File: src/rtl/parameterized_uart_rx_pkg.sv
// Shared UART definitions: state encoding, bit-timing helpers and parity-type constants.
// The transmitter reuses the subset of states it needs.
package uart_pkg;

    typedef enum logic [2:0] {
        IDLE      = 3'd0,
        START     = 3'd1,
        DATA      = 3'd2,
        PARITY    = 3'd3,
        STOP      = 3'd4,
        WAIT_HIGH = 3'd5
    } uart_state_e;

    localparam int PAR_EVEN = 0;
    localparam int PAR_ODD  = 1;

    function automatic int clks_per_bit(input int clk_freq, input int baud_rate);
        return clk_freq / baud_rate;
    endfunction

    function automatic int half_bit(input int cpb);
        return cpb / 2;
    endfunction

endpackage

File: src/rtl/parameterized_uart_rx_sync.sv
// Two-flop synchroniser for an asynchronous input pin.
// RESET_VAL lets idle-high lines (rx, cts) come out of reset in their idle state.
module uart_rx_sync #(
    parameter logic RESET_VAL = 1'b1
) (
    input  logic clk,
    input  logic rst_n,
    input  logic async_in,
    output logic sync_out
);

    logic meta_q;
    logic sync_q;

    // NOTE: sequential state uses non-blocking assignments so both flops sample the pre-edge values.
    always_ff @(posedge clk or negedge rst_n) begin
        if (!rst_n) begin
            meta_q <= RESET_VAL;
            sync_q <= RESET_VAL;
        end else begin
            meta_q <= async_in;
            sync_q <= meta_q;
        end
    end

    assign sync_out = sync_q;

endmodule

File: src/rtl/parameterized_uart_rx.sv
// UART receiver: synchronises rx, validates the start bit, samples each bit at its centre,
// checks parity and stop bits, and strobes one word per frame.
module parameterized_uart_rx
    import uart_pkg::*;
#(
    parameter int CLK_FREQ    = 50000,
    parameter int BAUD_RATE   = 1000,
    parameter int DATA_WIDTH  = 8,
    parameter int PARITY_EN   = 0,
    parameter int PARITY_TYPE = 0,
    parameter int STOP_BITS   = 1
) (
    input  logic                  clk,
    input  logic                  rst_n,
    input  logic                  rx,
    output logic [DATA_WIDTH-1:0] data_out,
    output logic                  data_valid,
    output logic                  parity_err,
    output logic                  frame_err,
    output logic                  rx_busy
);

    localparam int CPB     = clks_per_bit(CLK_FREQ, BAUD_RATE);
    localparam int HALF    = half_bit(CPB);
    localparam int TIMER_W = $clog2(CPB);
    localparam int IDX_W   = (DATA_WIDTH > 1) ? $clog2(DATA_WIDTH) : 1;

    localparam logic [TIMER_W-1:0] HALF_END = TIMER_W'(HALF - 1);
    localparam logic [TIMER_W-1:0] BIT_END  = TIMER_W'(CPB - 1);
    localparam logic [IDX_W-1:0]   LAST_IDX = IDX_W'(DATA_WIDTH - 1);
    localparam logic PAR_EN_B = (PARITY_EN != 0);
    localparam logic PAR_ODD_B = (PARITY_TYPE == PAR_ODD);
    localparam logic TWO_STOP = (STOP_BITS == 2);

    logic rx_s;

    uart_rx_sync #(
        .RESET_VAL(1'b1)
    ) u_sync (
        .clk     (clk),
        .rst_n   (rst_n),
        .async_in(rx),
        .sync_out(rx_s)
    );

    uart_state_e           state_q, state_d;
    logic [TIMER_W-1:0]    timer_q, timer_d;
    logic [IDX_W-1:0]      bit_idx_q, bit_idx_d;
    logic                  stop_idx_q, stop_idx_d;
    logic [DATA_WIDTH-1:0] shift_q, shift_d;
    logic                  par_bad_q, par_bad_d;
    logic                  stop_bad_q, stop_bad_d;
    logic [DATA_WIDTH-1:0] data_out_q, data_out_d;
    logic                  data_valid_q, data_valid_d;
    logic                  parity_err_q, parity_err_d;
    logic                  frame_err_q, frame_err_d;
    logic                  rx_busy_q, rx_busy_d;
    logic                  stop_bad_now;

    // The final stop sample must count towards frame_err on the same cycle it is taken.
    assign stop_bad_now = stop_bad_q | ~rx_s;

    // NOTE: every _d gets a default before the case so no path leaves a variable unassigned (no latches).
    always_comb begin
        state_d      = state_q;
        timer_d      = timer_q;
        bit_idx_d    = bit_idx_q;
        stop_idx_d   = stop_idx_q;
        shift_d      = shift_q;
        par_bad_d    = par_bad_q;
        stop_bad_d   = stop_bad_q;
        data_out_d   = data_out_q;
        data_valid_d = 1'b0;
        parity_err_d = parity_err_q;
        frame_err_d  = frame_err_q;
        rx_busy_d    = rx_busy_q;

        unique case (state_q)
            IDLE: begin
                timer_d    = '0;
                bit_idx_d  = '0;
                stop_idx_d = 1'b0;
                stop_bad_d = 1'b0;
                par_bad_d  = 1'b0;
                rx_busy_d  = 1'b0;
                if (!rx_s) begin
                    state_d   = START;
                    rx_busy_d = 1'b1;
                end
            end
            START: begin
                if (timer_q == HALF_END) begin
                    timer_d = '0;
                    if (!rx_s) begin
                        state_d = DATA;
                    end else begin
                        state_d   = IDLE;
                        rx_busy_d = 1'b0;
                    end
                end else begin
                    timer_d = timer_q + 1'b1;
                end
            end
            DATA: begin
                if (timer_q == BIT_END) begin
                    timer_d = '0;
                    shift_d = {rx_s, shift_q[DATA_WIDTH-1:1]};
                    if (bit_idx_q == LAST_IDX) begin
                        bit_idx_d = '0;
                        state_d   = PAR_EN_B ? PARITY : STOP;
                    end else begin
                        bit_idx_d = bit_idx_q + 1'b1;
                    end
                end else begin
                    timer_d = timer_q + 1'b1;
                end
            end
            PARITY: begin
                if (timer_q == BIT_END) begin
                    timer_d   = '0;
                    par_bad_d = PAR_ODD_B ^ (^shift_q) ^ rx_s;
                    state_d   = STOP;
                end else begin
                    timer_d = timer_q + 1'b1;
                end
            end
            STOP: begin
                if (timer_q == BIT_END) begin
                    timer_d = '0;
                    if (TWO_STOP && !stop_idx_q) begin
                        stop_idx_d = 1'b1;
                        stop_bad_d = stop_bad_now;
                    end else begin
                        // Leaving at mid-stop lets a zero-gap next start bit be caught.
                        stop_idx_d   = 1'b0;
                        stop_bad_d   = 1'b0;
                        data_out_d   = shift_q;
                        parity_err_d = par_bad_q & PAR_EN_B;
                        frame_err_d  = stop_bad_now;
                        data_valid_d = 1'b1;
                        state_d      = rx_s ? IDLE : WAIT_HIGH;
                        rx_busy_d    = ~rx_s;
                    end
                end else begin
                    timer_d = timer_q + 1'b1;
                end
            end
            WAIT_HIGH: begin
                timer_d = '0;
                if (rx_s) begin
                    state_d   = IDLE;
                    rx_busy_d = 1'b0;
                end
            end
            default: begin
                state_d   = IDLE;
                timer_d   = '0;
                rx_busy_d = 1'b0;
            end
        endcase
    end

    // NOTE: the shift register is reset with the rest of the datapath; it is a handful of flops, not a RAM.
    always_ff @(posedge clk or negedge rst_n) begin
        if (!rst_n) begin
            state_q      <= IDLE;
            timer_q      <= '0;
            bit_idx_q    <= '0;
            stop_idx_q   <= 1'b0;
            shift_q      <= '0;
            par_bad_q    <= 1'b0;
            stop_bad_q   <= 1'b0;
            data_out_q   <= '0;
            data_valid_q <= 1'b0;
            parity_err_q <= 1'b0;
            frame_err_q  <= 1'b0;
            rx_busy_q    <= 1'b0;
        end else begin
            state_q      <= state_d;
            timer_q      <= timer_d;
            bit_idx_q    <= bit_idx_d;
            stop_idx_q   <= stop_idx_d;
            shift_q      <= shift_d;
            par_bad_q    <= par_bad_d;
            stop_bad_q   <= stop_bad_d;
            data_out_q   <= data_out_d;
            data_valid_q <= data_valid_d;
            parity_err_q <= parity_err_d;
            frame_err_q  <= frame_err_d;
            rx_busy_q    <= rx_busy_d;
        end
    end

    assign data_out   = data_out_q;
    assign data_valid = data_valid_q;
    assign parity_err = parity_err_q;
    assign frame_err  = frame_err_q;
    assign rx_busy    = rx_busy_q;

endmodule
File: config.mk
export PLATFORM = sky130hd
export DESIGN_NAME = parameterized_uart_rx
export DESIGN_NICKNAME = d
export VERILOG_FILES = /design/src/rtl/parameterized_uart_rx_pkg.sv /design/src/rtl/parameterized_uart_rx_sync.sv /design/src/rtl/parameterized_uart_rx.sv
export SDC_FILE = /design/constraint.sdc
export NUM_CORES = 1
export LEC_CHECK = 0
export CAP_MARGIN = 20
export CORE_AREA = 2 2 69 55
export CTS_CLUSTER_SIZE = 12
export DETAILED_ROUTE_END_ITERATION = 10
export DIE_AREA = 0 0 71 57
export PLACE_DENSITY = 0.71
export SYNTH_ARGS = -nofsm -noshare
export SYNTH_HDL_FRONTEND = slang
export SYNTH_SLANG_ARGS = --single-unit
File: constraint.sdc
create_clock -name clk -period 2.4 [get_ports clk]
set_clock_uncertainty 0.15 [all_clocks]
set_input_delay 0.72 -clock clk [delete_from_list [all_inputs] [get_ports clk]]
set_output_delay 0.72 -clock clk [all_outputs]
set_load 0.1 [all_outputs]
==> results summary <==
The initial utilization of the core area, before any placement, comes to 45.34%. The max-slew violation count came out at 0. The post-synthesis cell count is between 100 and 150.

The tightest min-delay check is of the reg2reg type. The remaining routing DRC violations came out at 0. The CTS root buffer is sky130_fd_sc_hd__clkbuf_8.

Setup violations remaining at the end of the flow were counted as 0. For this block, the routed nets add up to roughly 2800 um of wire. The run finished with clean final reports.

The first global-routing pass estimated approximately 4900 um of wire. After routing the design area is between 1500 and 2000 sq um. Among all flip-flop cells after synthesis, the most frequent one is sky130_fd_sc_hd__dfrtp_1.

Setup repair after global routing left no endpoint under its margin. At the worst endpoint, the arrival time is a little over 2 ns. The number of max-cap violations is 0. The number of nets in the finished design came out at approximately 160. Power spread over the standard cell area amounts to ~700 nW/um^2. The floorplan step set the die height to ~57 um. The core region is 3447 sq um.

The quantity of gates resized following cts came out at 0. The worst setup slack for register-to-register paths is 0.36 ns. The number of distinct library cells after synthesis came out at 41. Hold repair after CTS inserted 0 buffers.

The setup TNS came out at 0 ns. The maximum fanout along the worst path is 8. The upper clock frequency limit came out at 489.8 MHz. The die width is 71 um. The cell leakage power is ~0.86 nW. The combined global-route utilization of all metal layers is between 15 and 20%. The per-instance average area after synthesis came out at roughly 12 sq um. In this run, synthesis produced a sequential element count of 33.

The proportion of synthesized chip area in sequential cells is roughly 53%. In the post-route analysis, the smallest setup slack over all paths is 0.3583 ns. The category of the critical setup timing path is reg2reg. The capturing element type of the critical path is a flip-flop.

The cell area after placement came out at around 1700 sq um. The worst slack after detailed placement is 0.3645 ns. The via density per instance came out at roughly 5.4.

The clock input transition at the sequential cells of the worst setup and hold paths is 0.07 ns. Counting I/O delays and the setup requirement, the final critical path takes slightly above 2 ns. The initial detailed-routing violation count came out at 48. The number of buffers between clock root and the deepest sink is 2. IR analysis of the VDD net gives a maximum drop of ~440 uV.

The number of enable-type register cells in the synthesized netlist came out at 0. The quantity of I/O buffers inserted on ports came out at 13. The endpoint required time on the critical path is 2.41 ns.

The area added between synthesis and finish is 14.89%. The average wire length per cell after detail routing came out at about 15 um. The number of endpoints with negative hold slack in the final report was 0.

The antenna diode instance count is 0. When the netlist entered floorplanning its net count stood at between 100 and 150. The multi-input gate area in the final layout came out at 673.1 sq um.

The clock latency at the later pin of the worst-skew pair came out at around 0.28 ns. Entering global routing, the biggest net connects 34 pins. The number of rows in the core area came out at 19. The maximum level of the CTS H-tree came out at 2. The leftover overflow at the end of global routing is 0. The final worst-path cycle share came out at approximately 85%. Across all layers, the routed design uses 1023 vias. Routability-driven placement finished with a final weighted congestion of between 0.7 and 0.8.

Before antenna repair, the detailed router went through 4 iterations. The number of post-CTS setup repair buffers is 0. In this run the cell area of the synthesized design comes to between 1500 and 2000 sq um. 15 I/O pins were placed. The Yosys step of the flow raised 0 warnings.

The fraction of registers with async set/reset is 100.0%. The via count of the first global-routing pass was between 1000 and 1500. The number of antenna violations at the first check in global routing is 0.

The remaining antenna violation count after routing is 0. The clock sink total is 33. The worst setup path is launched from a flip-flop.

The overall die area came out at between 4000 and 5000 sq um. The TritonCTS clock tree is done. The number of fill cells in the layout is 284.

The sequential cell area came out at 828.3 sq um. The placed wire-length estimate came out at 1914 um. The number of buffers created by CTS came out at 5. Of the cells placed in the final design, the portion with a size suffix greater than 1 is 28.38%.
layout make-up:
cell class | instances | share of cell area [%]
tap | 42 | 2.927
sequential | 33 | 46.13
inverter | 6 | 1.254
clock inverter | 1 | 0.2787
clock buffer | 7 | 4.251
multi-input combinational | 85 | 37.49
timing repair buffer | 16 | 7.666
routing by layer:
metal | track usage, % | share of wire (%) | vias up
met5 | 0 | 0 | -
met4 | 5.660 | 0.92 | 0
met3 | 4.770 | 3.3 | 4
met2 | 25.10 | 48 | 15
met1 | 20.28 | 47 | 517
li1 | - | - | 487
synth_stat cells, types with 2 or more instances:
master,number,share of area (%)
sky130_fd_sc_hd__o21ai_0,7,2.2
sky130_fd_sc_hd__ha_1,5,4.0
sky130_fd_sc_hd__buf_4,2,0.96
sky130_fd_sc_hd__and2_1,2,0.80
sky130_fd_sc_hd__mux2_2,8,5.8
sky130_fd_sc_hd__a21oi_1,2,0.64
sky130_fd_sc_hd__mux2_4,8,7.7
sky130_fd_sc_hd__dfstp_2,2,3.4
sky130_fd_sc_hd__inv_1,6,1.4
sky130_fd_sc_hd__dfrtp_1,31,50
sky130_fd_sc_hd__nand2_1,2,0.48
sky130_fd_sc_hd__nor3b_1,2,0.96
sky130_fd_sc_hd__nand3_1,9,2.9
sky130_fd_sc_hd__nor2_1,12,2.9
sky130_fd_sc_hd__xnor2_1,3,1.7
sky130_fd_sc_hd__clkbuf_1,2,0.48
sky130_fd_sc_hd__nand4_1,3,1.2
metrics by stage:
stage / hold slack, ns / power [mW] / utilization [%] / cells
after floorplan: 0.1952 / 0.7869 / - / 130
after global placement: 0.1961 / 0.8482 / 49.73 / 182
after detailed placement: 0.1968 / 0.8558 / 49.73 / 182
after CTS: 0.2058 / 1.257 / 52.09 / 190
after global routing: 0.2131 / 1.299 / 52.09 / 190
final: 0.2052 / 1.240 / 52.09 / 190
cells by family after synthesis:
family	synth area share, %
AOI/OAI and AO/OA	6.725
xor gates and xnor gates	2.242
adders and majority gates	4.003
buffers and inverters	3.923
DFF	53.00
muxes	14.09
other	0.2400
and+or+nand+nor	15.77
registers in the layout (all words and copies together), names as in the netlist:
name	cells
frame_err	1
state_q	3
bit_idx_q	3
data_out	8
shift_q	8
rx_busy	1
timer_q	6
data_valid	1
u_sync.sync_out	1
u_sync.meta_q	1
cell usage in the layout (no fill, tap or decap), types with 2 or more instances in the layout:
cell type	netlist	routed
sky130_fd_sc_hd__mux2_2	8	8
sky130_fd_sc_hd__inv_1	6	6
sky130_fd_sc_hd__nand2_1	2	2
sky130_fd_sc_hd__xnor2_1	3	3
sky130_fd_sc_hd__o21ai_0	7	7
sky130_fd_sc_hd__nor3b_1	2	2
sky130_fd_sc_hd__and2_1	2	2
sky130_fd_sc_hd__nand4_1	3	3
sky130_fd_sc_hd__clkdlybuf4s50_1	0	2
sky130_fd_sc_hd__a21oi_1	2	2
sky130_fd_sc_hd__buf_4	2	13
sky130_fd_sc_hd__nor2_1	12	12
sky130_fd_sc_hd__dfrtp_1	31	31
sky130_fd_sc_hd__clkbuf_8	0	5
sky130_fd_sc_hd__nand3_1	9	9
sky130_fd_sc_hd__mux2_4	8	8
sky130_fd_sc_hd__ha_1	5	5
sky130_fd_sc_hd__dfstp_2	2	2
sky130_fd_sc_hd__clkbuf_1	2	2
path summary, 6_finish.rpt:
path                                        endpoint  cells past startpoint               startpoint
max                           shift_q[3]$_DFFE_PN0P_                      6     timer_q[1]$_DFF_PN0_
min                        u_sync.sync_out$_DFF_PN1_                      0  u_sync.meta_q$_DFF_PN1_
min in group asynchronous     shift_q[0]$_DFFE_PN0P_                      2                    rst_n
max reg2reg                   shift_q[3]$_DFFE_PN0P_                      6     timer_q[1]$_DFF_PN0_
min reg2reg                u_sync.sync_out$_DFF_PN1_                      0  u_sync.meta_q$_DFF_PN1_
max in group asynchronous    u_sync.meta_q$_DFF_PN1_                      2                    rst_n
power by group:
group	internal (mW)	switching, mW
registers	0.588	0.0502
clock network	0.203	0.192
logic	0.0855	0.121
total	0.877	0.363
worst max-delay path: stages, from the launching register on:
cell and delay (ns):
sky130_fd_sc_hd__dfrtp_1 0.40, sky130_fd_sc_hd__inv_1 0.08, sky130_fd_sc_hd__ha_1 0.15, sky130_fd_sc_hd__nand4b_1 0.13
sky130_fd_sc_hd__nor2_2 0.20, sky130_fd_sc_hd__and3_1 0.42, sky130_fd_sc_hd__mux2_2 0.39
Power figures use the tool's default switching activity.
